### config.mk
export PLATFORM = sky130hd
export DESIGN_NAME = axi_rd_arbiter_flat
export DESIGN_NICKNAME = d
export VERILOG_FILES = /design/src/rtl/axi_rd_arbiter_if.sv /design/src/rtl/axi_rd_arbiter.sv /design/src/flat_wrapper.sv
export SDC_FILE = /design/constraint.sdc
export NUM_CORES = 1
export LEC_CHECK = 0
export BUFFER_PORTS_ARGS = -buffer_cell sky130_fd_sc_hd__clkbuf_2
export CORE_AREA = 2 2 165 167
export DETAILED_ROUTE_END_ITERATION = 12
export DIE_AREA = 0 0 167 169
export SETUP_SLACK_MARGIN = 0.15
export SYNTH_ARGS = -nofsm -noshare
export SYNTH_HDL_FRONTEND = slang
export SYNTH_SLANG_ARGS = --single-unit
### constraint.sdc
create_clock -name aclk -period 3.1 [get_ports aclk]
set_input_delay 0.465 -clock aclk [delete_from_list [all_inputs] [get_ports aclk]]
set_output_delay 0.465 -clock aclk [all_outputs]
set_load 0.02 [all_outputs]
### src/rtl/axi_rd_arbiter_if.sv
// AXI read channel (AR + R) bundle between the read arbiter (master) and the memory side (slave).
interface axi_rd_arbiter_if #(
  parameter int ADDR_WIDTH = 32,
  parameter int DATA_WIDTH = 128,
  parameter int ID_WIDTH   = 4
);
  logic                  arvalid;
  logic                  arready;
  logic [ADDR_WIDTH-1:0] araddr;
  logic [7:0]            arlen;
  logic [2:0]            arsize;
  logic [1:0]            arburst;
  logic [3:0]            arcache;
  logic [2:0]            arprot;
  logic [1:0]            arlock;
  logic [ID_WIDTH-1:0]   arid;

  logic                  rvalid;
  logic                  rready;
  logic [DATA_WIDTH-1:0] rdata;
  logic [1:0]            rresp;
  logic                  rlast;
  logic [ID_WIDTH-1:0]   rid;

  modport master (
    output arvalid, araddr, arlen, arsize, arburst, arcache, arprot, arlock, arid,
    input  arready,
    input  rvalid, rdata, rresp, rlast, rid,
    output rready
  );

  modport slave (
    input  arvalid, araddr, arlen, arsize, arburst, arcache, arprot, arlock, arid,
    output arready,
    output rvalid, rdata, rresp, rlast, rid,
    input  rready
  );
endinterface

### src/rtl/axi_rd_arbiter.sv
// Round-robin arbiter sharing one AXI read channel between icache (port 0) and dcache (port 1) refills.
// Optional read watchdog enabled by defining AXI_RD_TIMEOUT_EN.
module axi_rd_arbiter #(
  parameter int ADDR_WIDTH     = 32,
  parameter int AXI_DATA_WIDTH = 128,
  parameter int ID_WIDTH       = 4,
  parameter int TIMEOUT_CYCLES = 1024
) (
  input  logic                      aclk,
  input  logic                      aresetn,

  input  logic [1:0]                req_valid,
  output logic [1:0]                req_ready,
  input  logic [2*ADDR_WIDTH-1:0]   req_addr,
  input  logic [15:0]               req_len,
  input  logic [5:0]                req_size,

  output logic [1:0]                rsp_valid,
  input  logic [1:0]                rsp_ready,
  output logic [AXI_DATA_WIDTH-1:0] rsp_data,
  output logic                      rsp_last,
  output logic [1:0]                rsp_resp,

  output logic                      busy,
  output logic                      timeout_err,

  axi_rd_arbiter_if.master          axi
);

  typedef enum logic [1:0] {IDLE, ADDR, DATA} state_t;

  state_t                state;
  logic                  last_grant;
  logic                  gnt;
  logic                  any_req;
  logic                  arvalid_q;
  logic [ADDR_WIDTH-1:0] araddr_q;
  logic [7:0]            arlen_q;
  logic [2:0]            arsize_q;
  logic [ID_WIDTH-1:0]   arid_q;
  logic [7:0]            beat_cnt;
  logic                  ar_hs;
  logic                  beat_hs;
  logic                  to_fire;
  logic                  rready_c;
  logic [ADDR_WIDTH-1:0] sel_addr;
  logic [7:0]            sel_len;
  logic [2:0]            sel_size;

  assign any_req = |req_valid;

  // On a tie the port that did not win last time gets the channel.
  always_comb begin
    gnt = 1'b0;
    case (req_valid)
      2'b01:   gnt = 1'b0;
      2'b10:   gnt = 1'b1;
      2'b11:   gnt = ~last_grant;
      default: gnt = 1'b0;
    endcase
  end

  assign sel_addr = gnt ? req_addr[2*ADDR_WIDTH-1:ADDR_WIDTH] : req_addr[ADDR_WIDTH-1:0];
  assign sel_len  = gnt ? req_len[15:8] : req_len[7:0];
  assign sel_size = gnt ? req_size[5:3] : req_size[2:0];

  assign req_ready = (aresetn && (state == IDLE) && any_req) ? (gnt ? 2'b10 : 2'b01) : 2'b00;
  assign busy      = (state != IDLE);

  assign ar_hs   = (state == ADDR) && arvalid_q && axi.arready;
  assign beat_hs = (state == DATA) && axi.rvalid && rsp_ready[last_grant] && !to_fire;

  assign axi.arvalid = arvalid_q;
  assign axi.araddr  = araddr_q;
  assign axi.arlen   = arlen_q;
  assign axi.arsize  = arsize_q;
  assign axi.arid    = arid_q;
  assign axi.arburst = 2'b01;
  assign axi.arcache = 4'b0000;
  assign axi.arprot  = 3'b000;
  assign axi.arlock  = 2'b00;
  assign axi.rready  = rready_c;

  // last_grant doubles as the owner of the burst in flight.
  always_ff @(posedge aclk or negedge aresetn) begin
    if (!aresetn) begin
      state      <= IDLE;
      last_grant <= 1'b1;
      arvalid_q  <= 1'b0;
      araddr_q   <= '0;
      arlen_q    <= '0;
      arsize_q   <= '0;
      arid_q     <= '0;
      beat_cnt   <= '0;
    end else begin
      case (state)
        IDLE: begin
          if (any_req) begin
            last_grant <= gnt;
            araddr_q   <= sel_addr;
            arlen_q    <= sel_len;
            arsize_q   <= sel_size;
            arid_q     <= ID_WIDTH'(gnt);
            arvalid_q  <= 1'b1;
            state      <= ADDR;
          end
        end
        ADDR: begin
          if (ar_hs) begin
            arvalid_q <= 1'b0;
            beat_cnt  <= '0;
            state     <= DATA;
          end
        end
        DATA: begin
          if (beat_hs) begin
            beat_cnt <= beat_cnt + 8'd1;
            if (axi.rlast) begin
              state <= IDLE;
            end
          end
        end
        default: state <= IDLE;
      endcase
`ifdef AXI_RD_TIMEOUT_EN
      if (to_fire) begin
        arvalid_q <= 1'b0;
        state     <= IDLE;
      end
`endif
    end
  end

`ifdef AXI_RD_TIMEOUT_EN
  localparam int TO_W = $clog2(TIMEOUT_CYCLES) + 1;

  logic [TO_W-1:0] to_cnt;
  logic            to_err_q;
  logic            drain_q;

  assign to_fire     = (state != IDLE) && (to_cnt == TO_W'(TIMEOUT_CYCLES - 1));
  assign timeout_err = to_err_q | to_fire;

  // drain_q swallows R beats of a burst abandoned after its AR was already accepted.
  always_ff @(posedge aclk or negedge aresetn) begin
    if (!aresetn) begin
      to_cnt   <= '0;
      to_err_q <= 1'b0;
      drain_q  <= 1'b0;
    end else begin
      if ((state == IDLE) || ar_hs || beat_hs || to_fire) begin
        to_cnt <= '0;
      end else begin
        to_cnt <= to_cnt + 1'b1;
      end
      if (to_fire) begin
        to_err_q <= 1'b1;
      end
      if (to_fire && ((state == DATA) || ar_hs)) begin
        drain_q <= 1'b1;
      end else if (ar_hs || (drain_q && (state != DATA) && axi.rvalid && axi.rlast)) begin
        drain_q <= 1'b0;
      end
    end
  end
`else
  assign to_fire     = 1'b0;
  // Watchdog compiled out: the flag evaluates to a constant 0 for any legal limit.
  assign timeout_err = (TIMEOUT_CYCLES < 0);
`endif

  // R beats pass straight through to the owning port; protocol errors are flagged in-line.
  always_comb begin
    rready_c  = 1'b0;
    rsp_valid = 2'b00;
    rsp_data  = '0;
    rsp_last  = 1'b0;
    rsp_resp  = 2'b00;
    if (state == DATA) begin
      rready_c              = rsp_ready[last_grant];
      rsp_valid[last_grant] = axi.rvalid;
      rsp_data              = axi.rdata;
      rsp_last              = axi.rlast;
      rsp_resp              = axi.rresp;
      if (beat_hs && ((axi.rid != arid_q) || (axi.rlast && (beat_cnt != arlen_q)))) begin
        rsp_resp = 2'b10;
      end
    end
`ifdef AXI_RD_TIMEOUT_EN
    if (drain_q && (state != DATA)) begin
      rready_c = 1'b1;
    end
    if (to_fire) begin
      rready_c              = 1'b0;
      rsp_valid             = 2'b00;
      rsp_valid[last_grant] = 1'b1;
      rsp_data              = '0;
      rsp_last              = 1'b1;
      rsp_resp              = 2'b11;
    end
`endif
  end

endmodule

### src/flat_wrapper.sv
// flat-port wrapper written by rule: the top's interface ports become plain ports
module axi_rd_arbiter_flat 
#(
  parameter int ADDR_WIDTH     = 32,
  parameter int AXI_DATA_WIDTH = 128,
  parameter int ID_WIDTH       = 4,
  parameter int TIMEOUT_CYCLES = 1024
)
  (aclk, aresetn, req_valid, req_ready, req_addr, req_len, req_size, rsp_valid, rsp_ready, rsp_data, rsp_last, rsp_resp, busy, timeout_err, axi_arvalid, axi_araddr, axi_arlen, axi_arsize, axi_arburst, axi_arcache, axi_arprot, axi_arlock, axi_arid, axi_arready, axi_rvalid, axi_rdata, axi_rresp, axi_rlast, axi_rid, axi_rready);
  axi_rd_arbiter_if #(.ADDR_WIDTH(ADDR_WIDTH), .DATA_WIDTH((128)), .ID_WIDTH(ID_WIDTH)) axi_i ();
  input  logic aclk;
  input  logic aresetn;
  input  logic [1:0] req_valid;
  output logic [1:0] req_ready;
  input  logic [2*ADDR_WIDTH-1:0] req_addr;
  input  logic [15:0] req_len;
  input  logic [5:0] req_size;
  output logic [1:0] rsp_valid;
  input  logic [1:0] rsp_ready;
  output logic [AXI_DATA_WIDTH-1:0] rsp_data;
  output logic rsp_last;
  output logic [1:0] rsp_resp;
  output logic busy;
  output logic timeout_err;
  output wire logic [$bits(axi_i.arvalid)-1:0] axi_arvalid;
  output wire logic [$bits(axi_i.araddr)-1:0] axi_araddr;
  output wire logic [$bits(axi_i.arlen)-1:0] axi_arlen;
  output wire logic [$bits(axi_i.arsize)-1:0] axi_arsize;
  output wire logic [$bits(axi_i.arburst)-1:0] axi_arburst;
  output wire logic [$bits(axi_i.arcache)-1:0] axi_arcache;
  output wire logic [$bits(axi_i.arprot)-1:0] axi_arprot;
  output wire logic [$bits(axi_i.arlock)-1:0] axi_arlock;
  output wire logic [$bits(axi_i.arid)-1:0] axi_arid;
  input wire logic [$bits(axi_i.arready)-1:0] axi_arready;
  input wire logic [$bits(axi_i.rvalid)-1:0] axi_rvalid;
  input wire logic [$bits(axi_i.rdata)-1:0] axi_rdata;
  input wire logic [$bits(axi_i.rresp)-1:0] axi_rresp;
  input wire logic [$bits(axi_i.rlast)-1:0] axi_rlast;
  input wire logic [$bits(axi_i.rid)-1:0] axi_rid;
  output wire logic [$bits(axi_i.rready)-1:0] axi_rready;
  assign axi_arvalid = axi_i.arvalid;
  assign axi_araddr = axi_i.araddr;
  assign axi_arlen = axi_i.arlen;
  assign axi_arsize = axi_i.arsize;
  assign axi_arburst = axi_i.arburst;
  assign axi_arcache = axi_i.arcache;
  assign axi_arprot = axi_i.arprot;
  assign axi_arlock = axi_i.arlock;
  assign axi_arid = axi_i.arid;
  assign axi_i.arready = axi_arready;
  assign axi_i.rvalid = axi_rvalid;
  assign axi_i.rdata = axi_rdata;
  assign axi_i.rresp = axi_rresp;
  assign axi_i.rlast = axi_rlast;
  assign axi_i.rid = axi_rid;
  assign axi_rready = axi_i.rready;
  axi_rd_arbiter #(.ADDR_WIDTH(ADDR_WIDTH), .AXI_DATA_WIDTH(AXI_DATA_WIDTH), .ID_WIDTH(ID_WIDTH), .TIMEOUT_CYCLES(TIMEOUT_CYCLES)) u_core (.aclk(aclk), .aresetn(aresetn), .req_valid(req_valid), .req_ready(req_ready), .req_addr(req_addr), .req_len(req_len), .req_size(req_size), .rsp_valid(rsp_valid), .rsp_ready(rsp_ready), .rsp_data(rsp_data), .rsp_last(rsp_last), .rsp_resp(rsp_resp), .busy(busy), .timeout_err(timeout_err), .axi(axi_i));
endmodule
==> results of run 1 <==
[worst max-delay path, stage by stage (launching register included)]
cell      delay [ns]
dfstp_2         0.61
mux2_2          0.43
and2_4          0.19
o211ai_1        0.12
and4_2          0.25
clkbuf_2        0.16
[report_power, final]
| part | switching [µW] | internal (µW) |
|---|---|---|
| logic | 1840 | 1040 |
| clock network | 293 | 308 |
| registers | 245 | 1050 |
| total | 2370 | 2400 |
[registers in the layout, summed over array words and instances, names as in the netlist]
signal and count:
u_core.axi.arvalid 1, u_core.beat_cnt 8, u_core.last_grant 1, u_core.axi.araddr 32, u_core.axi.arsize 3, u_core.axi.arlen 8
u_core.state 2, u_core.axi.arid 1
[per-layer routing]
| metal | vias to the layer above | GRT usage | routed length, µm |
|---|---|---|---|
| met5 | - | 0 | 46 |
| met1 | 2020 | 0.166 | 8290 |
| met3 | 18 | 0.0367 | 1710 |
| met4 | 6 | 0.0262 | 259 |
| met2 | 257 | 0.216 | 9120 |
| li1 | 2163 | - | - |
[through the flow]
step | power [µW] | setup slack (ns) | util
3_5_place_dp | 4220 | 0.811 | 0.234
4_1_cts | 4850 | 0.542 | 0.240
2_1_floorplan | 3140 | 1.15 | -
5_1_grt | 5120 | 0.412 | 0.240
6_report | 4770 | 0.586 | 0.240
3_3_place_gp | 4200 | 0.894 | 0.234
[kinds of logic after synthesis]
kind of cell / share of synthesized area
xor gates and xnor gates: 0.0296
buffers and inverters: 0.0755
adders and majority gates: 0.00326
DFF: 0.365
other: 0.00195
AOI/OAI and AO/OA: 0.0759
muxes: 0.120
and+or+nand+nor: 0.329
[layout by cell type, fill, tap and decap left out, drive strengths merged, types with 2 or more instances in the layout]
cell and instances:
clkbuf 415, dfrtp 55, xor2 5, a21o 2
and3b 2, mux2i 45, xnor2 8, buf 7
nand3 4, a21oi 44, and2 133, and4 4
nand2 10, o21ai 2, nor2 50, conb 15
inv 4, nand4 6
[layout make-up]
| type | instances | area, µm² |
|---|---|---|
| clock buffer | 5 | 125 |
| clock inverter | 3 | 27.5 |
| fill | 2904 | 20200 |
| inverter | 3 | 11.3 |
| multi-input combinational | 342 | 2220 |
| sequential | 56 | 1400 |
| tap | 341 | 427 |
| timing repair buffer | 417 | 2130 |
[how the worst min path moves through the flow]
stage | end | cells after the start | from
final | u_core.state[1]$_DFFE_PN0P_ | 1 | aresetn
after global routing | u_core.state[1]$_DFFE_PN0P_ | 1 | aresetn
after CTS | u_core.state[1]$_DFFE_PN0P_ | 1 | aresetn
after detailed placement | u_core.axi.arvalid$_DFFE_PN0P_ | 1 | aresetn
after global placement | u_core.axi.arvalid$_DFFE_PN0P_ | 1 | aresetn
after floorplan | u_core.axi.araddr[0]$_DFFE_PN0P_ | 0 | aresetn
==> impl_metrics.py, run 1 <==
metrics = {
    "run_status": {
        "status": "finished, final reports clean",
    },
    "clocking": {
        "cts_inserted_buffers": 5,
        "cts_hold_buf": 0,
        "clockRootBuffer": "clkbuf_16",
        "insertion_delay_ns": 0.30,
        "cts.repair.resized": 0,
        "cts_tree": "done",
        "htreeDepth": 2,
        "post_cts_buffers": 0,
        "path_clk_slew_ns": 0.08,
        "clk_path_buf_depth": 2,
        "cts.sinks": 56,
    },
    "cells_and_area": {
        "final_area_um2": 6350,
        "syn_to_final_growth_pct": 65.2,
        "drive_above_1_share": 0.586,
        "antenna_cells": 0,
        "stdcell_count": 1167,
        "nets": 1055,
    },
    "routing": {
        "drt_wl_total_mm": 19.4,
        "firstDrtPassIters": 4,
        "drt_iter0_markers": 149,
        "route.detailed.drc": 0,
        "ant_nets": 0,
        "detail_route.wl_per_cell_um": 16.6,
        "dr_total_vias": 4464,
        "viasPerCell": 3.83,
    },
    "grt": {
        "grt_first_pass_wirelength_mm": 27.3,
        "first_global_vias": 4305,
        "antenna_found_initial": 3,
        "grt-ovfl-total": 0,
        "grt_max_degree": 65,
        "track_usage": 0.129,
    },
    "run": {
        "drv_cap": 0,
    },
    "sta": {
        "tns_ns": 0,
        "drv_slew": 0,
        "rsz0062_at_grt": "no",
        "timing.fmax_mhz": 398,
        "worstMarginPinSlew_ns": 0.668,
        "relSlewSlack": 0.554,
        "finalHoldViolations": 0,
        "skew_ns": 0.00927,
        "layout_min_cycle_time_ns": 2.51,
        "setup_violations": 0,
        "finalCritPeriodShare": 0.811,
        "hold_slack_ns": 0.0336,
    },
    "critical_path": {
        "r2r_end": "u_core.axi.araddr[31]$_DFFE_PN0P_",
        "criticalPathCategory": "reg -> out",
        "critPathCapture": "rsp_resp[0]",
        "start_kind": "flop",
        "cp.arrival_ns": 2.05,
        "critPathCaptureType": "primary output",
        "crit_start": "u_core.last_grant$_DFFE_PN1P_",
        "crit_fanout": 7,
        "rr_startpoint": "u_core.state[0]$_DFFE_PN0P_",
        "worstPathRequired_ns": 2.63,
        "r2r_slack_ns": 0.87,
        "reg2reg_depth": 5,
    },
    "placement": {
        "port_buffers": 410,
        "dp_cells": 1159,
        "gp_congestion": 0.812,
        "hpwl_mm": 16.8,
        "place_area_um2": 6190,
    },
    "synthesis": {
        "synth.cell_area_um2": 3840,
        "ys_types": 38,
        "synth_most_common_cell": "and2_1",
        "synth_commonest_cells": "and2_1, dfrtp_1, and2_2, nor2_1, mux2i_1",
        "yosysSeqAreaShare": 0.365,
        "synth_edf_count": 0,
        "synth-main-ff-cell": "dfrtp_1",
        "synth_area_leaders": "dfrtp_1, and2_1, mux2i_1",
        "synth_largest_area_cell": "dfrtp_1",
        "async_reset_ff_frac": 1.00,
        "ys_warn_count": 0,
        "ys_ff_latch": 56,
        "synth_top_area_frac": 0.358,
        "syn_inst": 433,
        "avgSynthCellArea_um2": 8.87,
    },
    "floorplanning": {
        "core-area_um2": 26500,
        "ios": 426,
        "die_w_um": 167,
        "rows": 60,
        "initial_core_util": 0.145,
        "die_y_um": 169,
        "die-area_um2": 28200,
    },
    "power": {
        "leakagePower_uw": 0.00351,
        "vdd.ir_drop.worst_mv": 0.306,
        "p_per_area_nw_per_um2": 752,
    },
    "min_path": {
        "hp-class": "in -> async",
    },
}
Note: power is estimated with default switching activity, not from simulation.
==> run 2, diff against run 1 <==
--- a/config.mk
+++ b/config.mk
@@ -6,9 +6,9 @@
 export NUM_CORES = 1
 export LEC_CHECK = 0
 export BUFFER_PORTS_ARGS = -buffer_cell sky130_fd_sc_hd__clkbuf_2
-export CORE_AREA = 2 2 165 167
+export CORE_AREA = 2 2 164 166
 export DETAILED_ROUTE_END_ITERATION = 12
-export DIE_AREA = 0 0 167 169
+export DIE_AREA = 0 0 166 168
 export SETUP_SLACK_MARGIN = 0.15
 export SYNTH_ARGS = -nofsm -noshare
 export SYNTH_HDL_FRONTEND = slang
==> constraint.sdc (replaced) <==
create_clock -name aclk -period 2.05 [get_ports aclk]
set_input_delay 0.3075 -clock aclk [delete_from_list [all_inputs] [get_ports aclk]]
set_output_delay 0.3075 -clock aclk [all_outputs]
set_load 0.02 [all_outputs]
==> impl_metrics.py, run 2 (synthesized netlist as in run 1, its figures left out) <==
metrics = {
    "run_status": {
        "status": "finished with violations",
        "violations": "negative setup slack",
    },
    "cells_and_area": {
        "syn_to_final_growth_pct": 110,
        "largest_reg_flops": 32,
        "antenna_cells": 0,
        "drive_above_1_share": 0.686,
        "final_cell_mix": "clkbuf_2, buf_6, and2_4",
        "final_common_cell": "clkbuf_2",
        "nets": 1088,
    },
    "sta": {
        "tns_ns": -0.126,
        "layout_min_cycle_time_ns": 2.09,
        "worstMarginPinSlew_ns": 0.742,
        "timing.fmax_mhz": 478,
        "layout_setup_ws_ns": -0.0441,
        "relSlewSlack": 0.506,
        "skew_ns": 0.00921,
        "setup_violations": 10,
        "rsz0062_at_grt": "yes",
        "finalCritPeriodShare": 1.02,
        "finalHoldViolations": 0,
        "drv_slew": 0,
    },
    "grt": {
        "grt-ovfl-total": 0,
        "grt_max_degree": 87,
        "grt_first_pass_wirelength_mm": 29.4,
        "antenna_found_initial": 3,
        "track_usage": 0.141,
        "first_global_vias": 4422,
    },
    "clocking": {
        "cts_tree": "done",
        "htreeDepth": 2,
        "cts_inserted_buffers": 5,
        "cts.sinks": 56,
        "clk_path_buf_depth": 2,
        "clockRootBuffer": "clkbuf_16",
        "cts_hold_buf": 0,
        "insertion_delay_ns": 0.30,
        "path_clk_slew_ns": 0.08,
    },
    "critical_path": {
        "worstPathRequired_ns": 1.74,
        "crit_chain": "mux2_4, and2_4, o211ai_1, and4_4, buf_8",
        "cp.arrival_ns": 1.79,
        "criticalPathCategory": "reg -> out",
        "crit_fanout": 5,
        "start_kind": "flop",
        "cp_slowest_cell": "dfstp_2",
        "slowest_delay_ns": 0.54,
        "critPathCaptureType": "primary output",
    },
    "power": {
        "vdd.ir_drop.worst_mv": 0.599,
        "leakagePower_uw": 0.00414,
        "p_per_area_nw_per_um2": 1150,
    },
    "routing": {
        "ant_nets": 0,
        "firstDrtPassIters": 4,
        "dr_total_vias": 4852,
        "detail_route.wl_per_cell_um": 19.6,
        "viasPerCell": 4.04,
        "drt_iter0_markers": 224,
        "drt_wl_total_mm": 23.5,
        "route.detailed.drc": 0,
    },
    "floorplanning": {
        "die_y_um": 168,
        "ios": 426,
        "initial_core_util": 0.146,
        "core-area_um2": 26400,
        "die-area_um2": 27900,
        "die_w_um": 166,
        "rows": 60,
    },
    "placement": {
        "gp_congestion": 0.836,
        "port_buffers": 410,
        "preCtsSetupSlack_ns": 0.185,
        "hpwl_mm": 17.5,
    },
    "min_path": {
        "hp-class": "in -> async",
    },
    "run": {
        "drv_cap": 0,
    },
}
## run 2: stage by stage
stage	std cells	hold slack, ns	cell area, µm²	util	total power, µW
2_1_floorplan	446	0.0119	3890	-	4750
5_1_grt	1200	0.261	8060	0.306	9810
6_report	1200	0.222	8060	0.306	9280
3_5_place_dp	1164	0.517	6240	0.237	6480
4_1_cts	1175	0.241	6600	0.250	7700
3_3_place_gp	1164	0.506	6240	0.237	6430
## run 2: worst paths after layout
check                                             startpoint                                end  slack [ns]  cells past startpoint
setup / recovery               u_core.last_grant$_DFFE_PN1P_                        rsp_resp[0]       -0.04                      5
hold / removal                                       aresetn  u_core.axi.araddr[25]$_DFFE_PN0P_        0.22                      2
setup reg to reg               u_core.last_grant$_DFFE_PN1P_    u_core.axi.arlen[0]$_DFFE_PN0P_        0.28                      5
hold reg to reg            u_core.axi.araddr[24]$_DFFE_PN0P_  u_core.axi.araddr[24]$_DFFE_PN0P_        0.53                      2
max in group asynchronous                            aresetn        u_core.state[0]$_DFFE_PN0P_        1.31                      2
min in group aclk                               req_valid[0]      u_core.last_grant$_DFFE_PN1P_        0.25                      2
## run 2: routing by layer
layer / wire [µm] / global-route usage
met5: 43 / 0
met3: 1700 / 0.0346
met2: 11500 / 0.236
met1: 9970 / 0.184
met4: 292 / 0.0291
## run 2: repair_timing
| action | in CTS | in global routing |
|---|---|---|
| cloned | 2 | 20 |
| endpoints found under the setup margin | 60 | 98 |
| resized for setup | 38 | 488 |
| pin swaps | 5 | 99 |
| setup buffers | 1 | 5 |
## run 2: report_power, final
group	leakage, µW	total [µW]	switching [µW]	internal (µW)
Combinational	0.00344	6450	3340	3110
Sequential	0.000640	1930	336	1600
Clock	0.0000680	901	438	463
Total	0.00414	9280	4110	5170
## run 2: layout make-up
| class | count | area, µm² |
|---|---|---|
| Clock buffer | 5 | 125 |
| Clock inverter | 3 | 26.3 |
| Fill cell | 2810 | 18300 |
| Inverter | 3 | 11.3 |
| Multi-Input combinational cell | 342 | 2450 |
| Sequential cell | 56 | 1400 |
| Tap cell | 341 | 427 |
| Timing Repair Buffer | 450 | 3610 |
## run 2: worst max-delay path: cells and delay by family (launching register included)
family	cells	cell delay (ns)
muxes	1	0.31
buffers and inverters	1	0.11
AOI/OAI and AO/OA	1	0.11
and+or+nand+nor	2	0.43
DFF	1	0.54
==> run 3, diff against run 2 <==
--- a/config.mk
+++ b/config.mk
@@ -10,6 +10,7 @@
 export DETAILED_ROUTE_END_ITERATION = 12
 export DIE_AREA = 0 0 166 168
 export SETUP_SLACK_MARGIN = 0.15
+export SKIP_CTS_REPAIR_TIMING = 1
 export SYNTH_ARGS = -nofsm -noshare
 export SYNTH_HDL_FRONTEND = slang
 export SYNTH_SLANG_ARGS = --single-unit
==> impl_metrics.py, run 3 (synthesized netlist as in run 1, its figures left out) <==
metrics = {
    "run_status": {
        "status": "finished with violations",
        "violations": "negative setup slack",
    },
    "floorplanning": {
        "die_y_um": 168,
        "die-area_um2": 27900,
        "initial_core_util": 0.146,
        "die_w_um": 166,
        "ios": 426,
        "core-area_um2": 26400,
        "rows": 60,
    },
    "critical_path": {
        "crit_fanout": 5,
        "cp.buffers_inverters": 1,
        "cp_num_cells": 5,
        "cp.arrival_ns": 1.78,
        "worstPathRequired_ns": 1.74,
        "rr_startpoint": "u_core.last_grant$_DFFE_PN1P_",
        "criticalPathCategory": "reg -> out",
        "critPathCaptureType": "primary output",
        "r2r_end": "u_core.axi.arlen[0]$_DFFE_PN0P_",
        "r2r_slack_ns": 0.29,
        "start_kind": "flop",
        "slowest_delay_ns": 0.54,
        "reg2reg_depth": 5,
        "cpLargestDelayFamily": "flip-flops",
        "crit_start": "u_core.last_grant$_DFFE_PN1P_",
        "critPathCapture": "rsp_resp[0]",
        "crit_chain": "mux2_4, and2_4, o211ai_1, and4_2, buf_6",
        "cp_slowest_cell": "dfstp_2",
    },
    "clocking": {
        "cts_inserted_buffers": 5,
        "clk_path_buf_depth": 2,
        "cts_tree": "done",
        "htreeDepth": 2,
        "insertion_delay_ns": 0.30,
        "cts.sinks": 56,
        "clockRootBuffer": "clkbuf_16",
        "path_clk_slew_ns": 0.08,
    },
    "routing": {
        "dr_total_vias": 4843,
        "drt_iter0_markers": 216,
        "viasPerCell": 4.02,
        "ant_nets": 0,
        "detail_route.wl_per_cell_um": 19.4,
        "route.detailed.drc": 0,
        "firstDrtPassIters": 4,
        "drt_wl_total_mm": 23.3,
    },
    "sta": {
        "setup_violations": 14,
        "layout_min_cycle_time_ns": 2.08,
        "worstMarginPinSlew_ns": 0.740,
        "finalHoldViolations": 0,
        "skew_ns": 0.00826,
        "layout_setup_ws_ns": -0.0344,
        "drv_slew": 0,
        "relSlewSlack": 0.507,
        "rsz0062_at_grt": "yes",
        "timing.fmax_mhz": 480,
        "finalCritPeriodShare": 1.02,
    },
    "grt": {
        "grt-ovfl-total": 0,
        "busiest_layer": "met2",
        "first_global_vias": 4387,
        "grt_max_degree": 87,
        "grt_first_pass_wirelength_mm": 28.8,
        "antenna_found_initial": 3,
        "grt_use_met2": 0.231,
        "track_usage": 0.138,
        "grt_use_met3": 0.0371,
        "globalRouteMet1Util": 0.178,
    },
    "placement": {
        "port_buffers": 410,
        "gp_congestion": 0.836,
        "place_area_um2": 6240,
        "preCtsSetupSlack_ns": 0.185,
        "hpwl_mm": 17.5,
        "dp_cells": 1164,
    },
    "cells_and_area": {
        "multi_input_area_um2": 2450,
        "fill_cells": 2821,
        "final_common_cell": "clkbuf_2",
        "syn_to_final_growth_pct": 105,
        "nets": 1091,
        "stdcell_count": 1204,
        "largest_reg_flops": 32,
        "fin_util": 0.299,
        "seqCellArea_um2": 1400,
        "final_cell_mix": "clkbuf_2, buf_6, and2_4",
        "drive_above_1_share": 0.690,
        "final_area_um2": 7870,
    },
    "run": {
        "drv_cap": 0,
    },
    "min_path": {
        "hp-class": "in -> async",
    },
    "power": {
        "leakagePower_uw": 0.00410,
        "vdd.ir_drop.worst_mv": 0.598,
        "p_per_area_nw_per_um2": 1150,
    },
}
run 3: worst min-delay path by stage:
stage | slack [ns] | endpoint
after floorplan | 0.01 | u_core.axi.araddr[0]$_DFFE_PN0P_
after global placement | 0.51 | u_core.axi.araddr[20]$_DFFE_PN0P_
after detailed placement | 0.52 | u_core.axi.araddr[27]$_DFFE_PN0P_
after CTS | 0.24 | u_core.last_grant$_DFFE_PN1P_
after global routing | 0.26 | u_core.last_grant$_DFFE_PN1P_
final | 0.22 | u_core.axi.araddr[25]$_DFFE_PN0P_
run 3: worst reg2reg max path, cell delays in order, from the launching register on:
cell and delay, ns:
dfstp_2 0.38, buf_4 0.15, a21boi_4 0.23, buf_12 0.28, mux2i_1 0.47, a21oi_1 0.13
run 3: power by group:
group | switching (µW) | total [µW] | internal [µW]
sequential | 336 | 1930 | 1600
combinational | 3290 | 6250 | 2970
clock | 437 | 900 | 463
total | 4060 | 9090 | 5030
run 3: final cells by class:
class                           count  area share
Timing Repair Buffer              453       0.435
Clock inverter                      3     0.00334
Clock buffer                        5      0.0159
Antenna cell                        1    0.000318
Inverter                            3     0.00143
Multi-Input combinational cell    342       0.311
Tap cell                          341      0.0542
Sequential cell                    56       0.178
run 3: metrics by stage:
step / power (µW) / TNS (ns) / hold slack (ns)
finish: 9090 / -0.112 / 0.221
global route: 9630 / -1.99 / 0.261
global placement: 6430 / 0 / 0.506
floorplan: 4750 / 0 / 0.0119
detailed placement: 6480 / 0 / 0.517
CTS: 7440 / -0.170 / 0.241
run 3: metal layers:
metal / up-vias / part of all wire
met3: 24 / 0.078
li1: 2246 / -
met5: - / 0.0015
met4: 6 / 0.014
met1: 2297 / 0.42
met2: 270 / 0.49
